## src/rtl/result_mux_pkg.sv

```systemverilog
// Shared encodings for the writeback result selector: source select and load funct3.
package result_mux_pkg;

  typedef enum logic [1:0] {
    RES_ALU = 2'b00,
    RES_MEM = 2'b01,
    RES_PC4 = 2'b10,
    RES_IMM = 2'b11
  } res_src_e;

  localparam logic [2:0] F3_LB  = 3'b000;
  localparam logic [2:0] F3_LH  = 3'b001;
  localparam logic [2:0] F3_LW  = 3'b010;
  localparam logic [2:0] F3_LBU = 3'b100;
  localparam logic [2:0] F3_LHU = 3'b101;

endpackage

```

## src/rtl/result_mux_load_ext.sv

```systemverilog
// Load formatter: extracts a byte/halfword from the raw read word and sign/zero extends it.
module load_ext
  import result_mux_pkg::*;
#(
  parameter int XLEN = 32
) (
  input  logic [2:0]      funct3_i,
  input  logic [1:0]      off_i,
  input  logic [XLEN-1:0] data_i,
  output logic [XLEN-1:0] data_o
);

  logic [7:0]  byte_sel;
  logic [15:0] half_sel;

  // Halfword offset uses only off[1]; off[0] misalignment is ignored.
  assign byte_sel = data_i[{off_i, 3'b000} +: 8];
  assign half_sel = off_i[1] ? data_i[31:16] : data_i[15:0];

  always_comb begin
    data_o = data_i;
    case (funct3_i)
      F3_LB:   data_o = {{(XLEN-8){byte_sel[7]}}, byte_sel};
      F3_LH:   data_o = {{(XLEN-16){half_sel[15]}}, half_sel};
      F3_LBU:  data_o = {{(XLEN-8){1'b0}}, byte_sel};
      F3_LHU:  data_o = {{(XLEN-16){1'b0}}, half_sel};
      default: data_o = data_i;
    endcase
  end

endmodule

```

## src/rtl/result_mux.sv

```systemverilog
// Writeback result selector with combinational output and registered writeback copy.
// Define RESULT_MUX_LOAD_EXT_EN to add LoadFunct3 and format the ReadData path.
module result_mux
  import result_mux_pkg::*;
#(
  parameter int XLEN = 32
) (
  input  logic            clk,
  input  logic            rst_n,
  input  logic [1:0]      ResultSrc,
  input  logic [XLEN-1:0] ALU_result,
  input  logic [XLEN-1:0] ReadData,
  input  logic [XLEN-1:0] PC_plus4,
  input  logic [XLEN-1:0] ImmExt,
`ifdef RESULT_MUX_LOAD_EXT_EN
  input  logic [2:0]      LoadFunct3,
`endif
  input  logic            WbEn,
  output logic [XLEN-1:0] ResultOut,
  output logic [XLEN-1:0] ResultOut_q,
  output logic            WbValid_q
);

  logic [XLEN-1:0] mem_data;
  logic [XLEN-1:0] result_d;
  logic            valid_d;

`ifdef RESULT_MUX_LOAD_EXT_EN
  load_ext #(.XLEN(XLEN)) u_load_ext (
    .funct3_i (LoadFunct3),
    .off_i    (ALU_result[1:0]),
    .data_i   (ReadData),
    .data_o   (mem_data)
  );
`else
  assign mem_data = ReadData;
`endif

  always_comb begin
    ResultOut = ALU_result;
    case (res_src_e'(ResultSrc))
      RES_ALU: ResultOut = ALU_result;
      RES_MEM: ResultOut = mem_data;
      RES_PC4: ResultOut = PC_plus4;
      RES_IMM: ResultOut = ImmExt;
      default: ResultOut = ALU_result;
    endcase
  end

  // Value holds when WbEn is low; only the valid flag drops.
  always_comb begin
    result_d = WbEn ? ResultOut : ResultOut_q;
    valid_d  = WbEn;
  end

  always_ff @(posedge clk) begin
    if (!rst_n) begin
      ResultOut_q <= '0;
      WbValid_q   <= 1'b0;
    end else begin
      ResultOut_q <= result_d;
      WbValid_q   <= valid_d;
    end
  end

endmodule

```

## config.mk

```make
export PLATFORM = sky130hd
export DESIGN_NAME = result_mux
export DESIGN_NICKNAME = d
export VERILOG_FILES = /design/src/rtl/result_mux_pkg.sv /design/src/rtl/result_mux_load_ext.sv /design/src/rtl/result_mux.sv
export SDC_FILE = /design/constraint.sdc
export NUM_CORES = 1
export LEC_CHECK = 0
export CORE_ASPECT_RATIO = 0.9
export CORE_MARGIN = 3
export CORE_UTILIZATION = 31
export DETAILED_ROUTE_END_ITERATION = 16
export PLACE_DENSITY = 0.78
export SYNTH_ARGS = -nofsm -noshare
export SYNTH_HDL_FRONTEND = slang
export SYNTH_SLANG_ARGS = --single-unit
```

## constraint.sdc

```tcl
create_clock -name clk -period 1.11 [get_ports clk]
set_clock_uncertainty 0.1 [all_clocks]
set_input_delay 0.222 -clock clk [delete_from_list [all_inputs] [get_ports clk]]
set_output_delay 0.222 -clock clk [all_outputs]
set_load 0.02 [all_outputs]
```

==> impl_results.rst, run 1 <==
.. list-table::
   :header-rows: 1

   * - Metric
     - Value
   * - Violated checks
     - setup timing
   * - Slowest Stage Delay on Critical Path
     - 0.29 ns
   * - Least-Margin Pin Slew
     - 0.355 ns
   * - Fraction of final layout cells with drive strength greater than 1
     - 0.694
   * - Fin worst setup slack
     - -0.386 ns
   * - Count of distinct cell types in the synthesized netlist
     - 14
   * - Area of the multi-input gates
     - 0.00265 mm^2
   * - Classification of the worst setup path
     - in -> out
   * - Leading register cell type out of synthesis
     - dfxtp_1
   * - Post-detailed-route count of antenna-violating nets
     - 0
   * - Number of maximum-capacitance violations
     - 0
   * - Crit-path cells
     - buf_16, buf_16, mux2i_4, mux2i_2, buf_4
   * - Avg Synthesized Cell Area
     - 11.8 um^2
   * - Boundary Pins
     - 198
   * - Chip height
     - 92.7 um
   * - TritonCTS clock tree
     - built
   * - Width of the die
     - ~100 um
   * - Count of non-filler cells in the finished layout
     - 650
   * - TritonRoute pass-1 iters
     - 4
   * - Number of buffers inserted during clock tree synthesis
     - 5
   * - CP endpoint kind
     - output port
   * - Routed vias/inst
     - about 5.4
   * - Total routed wirelength
     - 16.4 mm
   * - Worst hold path class
     - reg -> reg
   * - Total of endpoints with negative setup slack in the final report
     - 64
   * - Placed Instances
     - ~580
   * - Gate Count Post-Synth
     - 220
   * - Nets in the synthesized netlist
     - 353
   * - Area share of the largest cell type after synthesis
     - 0.371
   * - Wire per inst
     - ~25 um
   * - Pleak
     - slightly below 3 nW
   * - Synth Register Bits
     - 33
   * - Share of the clock period used by the worst path after layout
     - 1.35
   * - Weighted congestion reported at the end of routability-driven placement
     - roughly 0.75
   * - Slowest CP cell
     - mux2i_4
   * - Pin count of the biggest net entering global routing
     - 22
   * - Total die area
     - about 0.0095 mm^2
   * - # port buffers
     - 197
   * - Setup tns final
     - -11.47 ns
   * - Max Buffers Root-to-Sink
     - 2
   * - Initial standard-cell utilization of the core
     - 0.332
   * - Pins Over Slew Limit
     - 0
   * - Total number of placement rows
     - 30
   * - Total global routing track utilization
     - 0.280
   * - Critical path arrival
     - 1.17 ns
   * - Reg2Reg Setup Slack
     - 0.26 ns
   * - Largest vdd supply drop
     - 0.624 mV
   * - Unrepaired setup endpoints after global routing
     - true
   * - Finished Core Util
     - 0.883
   * - Number of vias in the routed layout
     - 3510
   * - Number of synthesized flops with an enable pin
     - 0
   * - Combined area of all synthesized cells
     - 0.00259 mm^2
   * - Startpoint types
     - input pin
   * - Number of DRC violations after detailed routing
     - 0
   * - CTS clock-pin slew for the worst setup and hold paths
     - 0.07 ns
   * - Final net count
     - between 600 and 700
   * - Count of fill cells added during filler insertion
     - 349
   * - Vias in the first global route
     - 3842
   * - Count leader, synth
     - mux2i_1
   * - Proportion of synthesized flip-flops having asynchronous set or reset
     - 0
   * - Proportion of synthesized chip area in sequential cells
     - 0.255
   * - Source-to-sink clock delay at the later pin of the worst-skew pair
     - around 0.28 ns
   * - Ys Warns
     - 0
   * - Area growth, synth to finish
     - 166%
   * - Cell types with the largest area share after synthesis
     - mux2i_1, dfxtp_1, o221ai_2
   * - Number of failing hold endpoints at the final stage
     - 0
   * - Clock Tree Root
     - clkbuf_8
   * - Detail Placement HPWL
     - 8.56 mm
   * - Most instantiated cells after synthesis
     - mux2i_1, dfxtp_1, nand3b_1, o221ai_2, buf_6
   * - CP Data Required Time
     - 0.79 ns
   * - Total Power Consumption
     - between 5 and 6 mW
   * - Maximum fanout encountered on the critical timing path
     - 8
   * - Slew margin rel.
     - 0.763
   * - Library cell appearing most often on the critical path
     - buf_16
   * - Core Box Area
     - 0.00781 mm^2
   * - Final critical delay including setup and external delays
     - 1.50 ns
   * - Number of clock sinks
     - 33
   * - Sequential Area
     - 697 um^2
   * - Wire length of the first global-routing pass
     - approximately 20 mm
   * - Gr ovfl total
     - 0
   * - Number of H-tree levels
     - 2
   * - Antenna violations before repair
     - 2
   * - Area leader, netlist
     - mux2i_1
   * - Pwr per Cell Area
     - approximately 790 mW/mm^2
   * - Violation count after the first detailed-routing iteration
     - 136
   * - FMAX
     - 668 MHz
   * - Run status
     - finished with violations
[layout by cell type, fill, tap and decap left out, types with 6 or more instances in the layout]
| cell | instances |
|---|---|
| buf_12 | 12 |
| buf_16 | 10 |
| buf_4 | 150 |
| buf_6 | 39 |
| clkbuf_8 | 6 |
| dfxtp_2 | 29 |
| dlygate4sd2_1 | 126 |
| mux2i_2 | 37 |
| mux2i_4 | 57 |
| nand3b_1 | 32 |
| o221ai_2 | 26 |
| o221ai_4 | 6 |
[worst paths after layout]
kind	start	endpoint	cells past startpoint
setup / recovery	ResultSrc[1]	ResultOut[24]	5
setup reg to reg	ResultOut_q[13]	ResultOut_q[13]	3
hold / removal	ResultOut_q[9]	ResultOut_q[9]	2
hold reg to reg	ResultOut_q[9]	ResultOut_q[9]	2
[kinds of logic (layout without fill, tap and decap cells)]
logic type | Yosys count | in the layout | share of synthesized area
flops | 33 | 33 | 0.255
simple gates | 35 | 35 | 0.110
buf+inv | 24 | 356 | 0.0831
other cells | 0 | 2 | 0
mux | 96 | 96 | 0.371
compound gates | 32 | 32 | 0.181
[state kept, by name, summed over array words and instances (netlist names)]
register     count
ResultOut_q     32
WbValid_q        1
[where the power goes]
group,leakage [nW],switching (mW),internal [mW]
combinational,2.61,1.37,1.72
clock,0.0443,0.459,0.493
sequential,0.283,0.0739,1.30
total,2.93,1.90,3.51
[critical path, delay by kind of cell]
kind / cells / cell delay (ns)
buf+inv: 3 / 0.52
mux: 2 / 0.41
[timing repair]
item | 4_1_cts | 5_1_grt
hold buffers | 0 | 0
setup buffers | 54 | 21
pin swaps | 6 | 17
gates resized for setup | 531 | 79
cloned | 7 | 2
endpoints found under the setup margin | 98 | 91
[layout make-up]
class / count / share of cell area
flip-flops and latches: 33 / 0.101
diodes: 2 / 0.000726
repair buffers: 349 / 0.485
clock buffers: 7 / 0.0125
well taps: 96 / 0.0174
multi-input cells: 163 / 0.384
[through the flow]
stage               hold WS, ns  setup WS [ns]  area [um^2]
floorplan                 0.311         -0.228         3190
global placement          0.381         -0.884         5840
detailed placement        0.388         -0.885         5840
CTS                       0.370         -0.343         6600
global route              0.425         -0.416         6900
finish                    0.400         -0.386         6900
[layer usage]
layer / up-vias / GRT usage / wire [um]
met4: 0 / 0.105 / 896
met5: - / 0 / 0
met3: 62 / 0.0693 / 1290
met1: 1688 / 0.287 / 5460
li1: 1549 / - / -
met2: 211 / 0.537 / 8760
Note: power is estimated with default switching activity, not from simulation.
==> run 2, diff against run 1 <==
--- a/constraint.sdc
+++ b/constraint.sdc
@@ -4,2 +4,2 @@
 set_output_delay 0.222 -clock clk [all_outputs]
-set_load 0.02 [all_outputs]
+set_load 0.05 [all_outputs]
==> run 2 against run 1 <==
The run now fails in 4_1_cts. Synthesized area did not move. Synthesized cell count did not move.
==> impl_results.rst, run 2 <==
.. list-table::
   :header-rows: 1

   * - Metric
     - Value
   * - Cell types with the largest area share after synthesis
     - mux2i_1, dfxtp_1, o221ai_2
   * - Number of synthesized flops with an enable pin
     - 0 (unchanged)
   * - Placed Instances
     - 573 (-1.0%)
   * - Total number of placement rows
     - 30 (unchanged)
   * - Largest family of logic cells by synthesized area
     - multiplexers
   * - Error message
     - [ERROR DPL-0033] detailed placement checks failed during check placement.
   * - Count of distinct cell types in the synthesized netlist
     - 14 (unchanged)
   * - Post-cts sizing count
     - 291 (-45%)
   * - Max Buffers Root-to-Sink
     - 2 (unchanged)
   * - Area share of the largest cell type after synthesis
     - 0.371 (unchanged)
   * - Count leader, synth
     - mux2i_1
   * - Proportion of synthesized flip-flops having asynchronous set or reset
     - 0 (unchanged)
   * - Ys Warns
     - 0 (unchanged)
   * - Leading register cell type out of synthesis
     - dfxtp_1
   * - # port buffers
     - 197 (unchanged)
   * - Chip height
     - 92.7 um (unchanged)
   * - Synthesized-area fraction occupied by and/or/nand/nor cells
     - 0.110 (unchanged)
   * - Most instantiated cells after synthesis
     - mux2i_1, dfxtp_1, nand3b_1, o221ai_2, buf_6
   * - Number of buffers inserted by post-CTS setup repair
     - 39 (-28%)
   * - Number of buffers inserted during clock tree synthesis
     - 5 (unchanged)
   * - Gate Count Post-Synth
     - 220 (unchanged)
   * - Combined area of all synthesized cells
     - 0.00259 mm^2 (unchanged)
   * - Adder-cell area share of the yosys netlist
     - 0 (unchanged)
   * - XOR/XNOR Fraction of Synth Area
     - 0 (unchanged)
   * - Multiplexer share of the synthesized area
     - 0.371 (unchanged)
   * - Clock Tree Root
     - clkbuf_8
   * - Avg Synthesized Cell Area
     - 11.8 um^2 (unchanged)
   * - Synth Register Bits
     - 33 (unchanged)
   * - Run status
     - aborted with a tool error
   * - Number of H-tree levels
     - 2 (unchanged)
   * - Weighted congestion reported at the end of routability-driven placement
     - 0.805 (+7.0%)
   * - Initial standard-cell utilization of the core
     - 0.332 (unchanged)
   * - Area fraction in compound gates after synthesis
     - 0.181 (unchanged)
   * - Hold buffer count at CTS
     - 0 (unchanged)
   * - Number of clock sinks
     - 33 (unchanged)
   * - Boundary Pins
     - 198 (unchanged)
   * - Stopping stage
     - 4_1_cts
   * - Width of the die
     - 102 um (unchanged)
   * - Proportion of synthesized chip area in sequential cells
     - 0.255 (unchanged)
   * - Area leader, netlist
     - mux2i_1
   * - Detail Placement HPWL
     - 8.90 mm (+4.0%)
   * - Worst slack at placement
     - -0.542 ns (+0.342 ns)
   * - Nets in the synthesized netlist
     - 353 (unchanged)
-- run 2: cell families after synthesis --
group | Yosys count
muxes | 96
DFF | 33
buffers and inverters | 24
and+or+nand+nor | 35
AOI/OAI and AO/OA | 32
-- run 2: stage by stage --
| step | TNS (ns) | hold WS (ns) | area [um^2] |
|---|---|---|---|
| 3_5_place_dp | -30.62 | 0.449 | 6260 |
| 3_3_place_gp | -28.94 | 0.441 | 6260 |
| 2_1_floorplan | -10.19 | 0.320 | 3340 |
==> run 3, diff against run 2 <==
Settings changed: CORE_ASPECT_RATIO 0.9 to not set, CORE_UTILIZATION 31 to 34, PLACE_DENSITY 0.78 to not set, PLACE_DENSITY_LB_ADDON set to 0.15.
Clock period 1.11 ns to 1.45 ns, I/O delays scaled along.
==> run 3 against run 2 <==
The flow again stops in 4_1_cts. Synthesized area unchanged. Synthesized cell count stayed put.
==> impl_results.rst, run 3 <==
.. list-table::
   :header-rows: 1

   * - Metric
     - Value
   * - Chip height
     - 93.3 um (+0.60%)
   * - Synth Register Bits
     - 33 (unchanged)
   * - Proportion of synthesized flip-flops having asynchronous set or reset
     - 0 (unchanged)
   * - Combined area of all synthesized cells
     - 0.00259 mm^2 (unchanged)
   * - Avg Synthesized Cell Area
     - 11.8 um^2 (unchanged)
   * - Most instantiated cells after synthesis
     - mux2i_1, dfxtp_1, nand3b_1, o221ai_2, buf_6
   * - Width of the die
     - 93.3 um (-8.9%)
   * - Ys Warns
     - 0 (unchanged)
   * - Clock Tree Root
     - clkbuf_8
   * - Number of synthesized flops with an enable pin
     - 0 (unchanged)
   * - # port buffers
     - 197 (unchanged)
   * - Area leader, netlist
     - mux2i_1
   * - Number of buffers inserted by post-CTS setup repair
     - 30 (-23%)
   * - Total number of placement rows
     - 31 (+3.3%)
   * - Number of clock sinks
     - 33 (unchanged)
   * - Gate Count Post-Synth
     - 220 (unchanged)
   * - Boundary Pins
     - 198 (unchanged)
   * - Area share of the largest cell type after synthesis
     - 0.371 (unchanged)
   * - Error message
     - [ERROR DPL-0033] detailed placement checks failed during check placement.
   * - Number of buffers inserted during clock tree synthesis
     - 5 (unchanged)
   * - Stopping stage
     - 4_1_cts
   * - Run status
     - aborted with a tool error
   * - Detail Placement HPWL
     - 8.83 mm (-0.84%)
   * - Proportion of synthesized chip area in sequential cells
     - 0.255 (unchanged)
   * - Nets in the synthesized netlist
     - 353 (unchanged)
   * - Cell types with the largest area share after synthesis
     - mux2i_1, dfxtp_1, o221ai_2
   * - Number of H-tree levels
     - 2 (unchanged)
   * - Hold buffer count at CTS
     - 0 (unchanged)
   * - Max Buffers Root-to-Sink
     - 2 (unchanged)
   * - Count leader, synth
     - mux2i_1
   * - Count of distinct cell types in the synthesized netlist
     - 14 (unchanged)
   * - Leading register cell type out of synthesis
     - dfxtp_1
   * - Initial standard-cell utilization of the core
     - 0.353 (+0.0216)
   * - Weighted congestion reported at the end of routability-driven placement
     - 0.762 (-5.3%)
   * - Post-cts sizing count
     - 240 (-18%)
[run 3: cell counts after synthesis]
Identical to the previous run, type by type.
[run 3: through the flow]
| stage | instance area (um^2) | setup WS (ns) | utilization | instances | setup TNS [ns] |
|---|---|---|---|---|---|
| after global placement | 6290 | -0.254 | 0.858 | 578 | -13.55 |
| after floorplan | 3340 | -0.0686 | - | 220 | -2.01 |
| after detailed placement | 6290 | -0.284 | 0.858 | 578 | -15.60 |
[run 3: logic make-up after synthesis]
family	share of synthesized area
muxes	0.371
DFF	0.255
buffers and inverters	0.0831
AOI/OAI and AO/OA	0.181
and+or+nand+nor	0.110
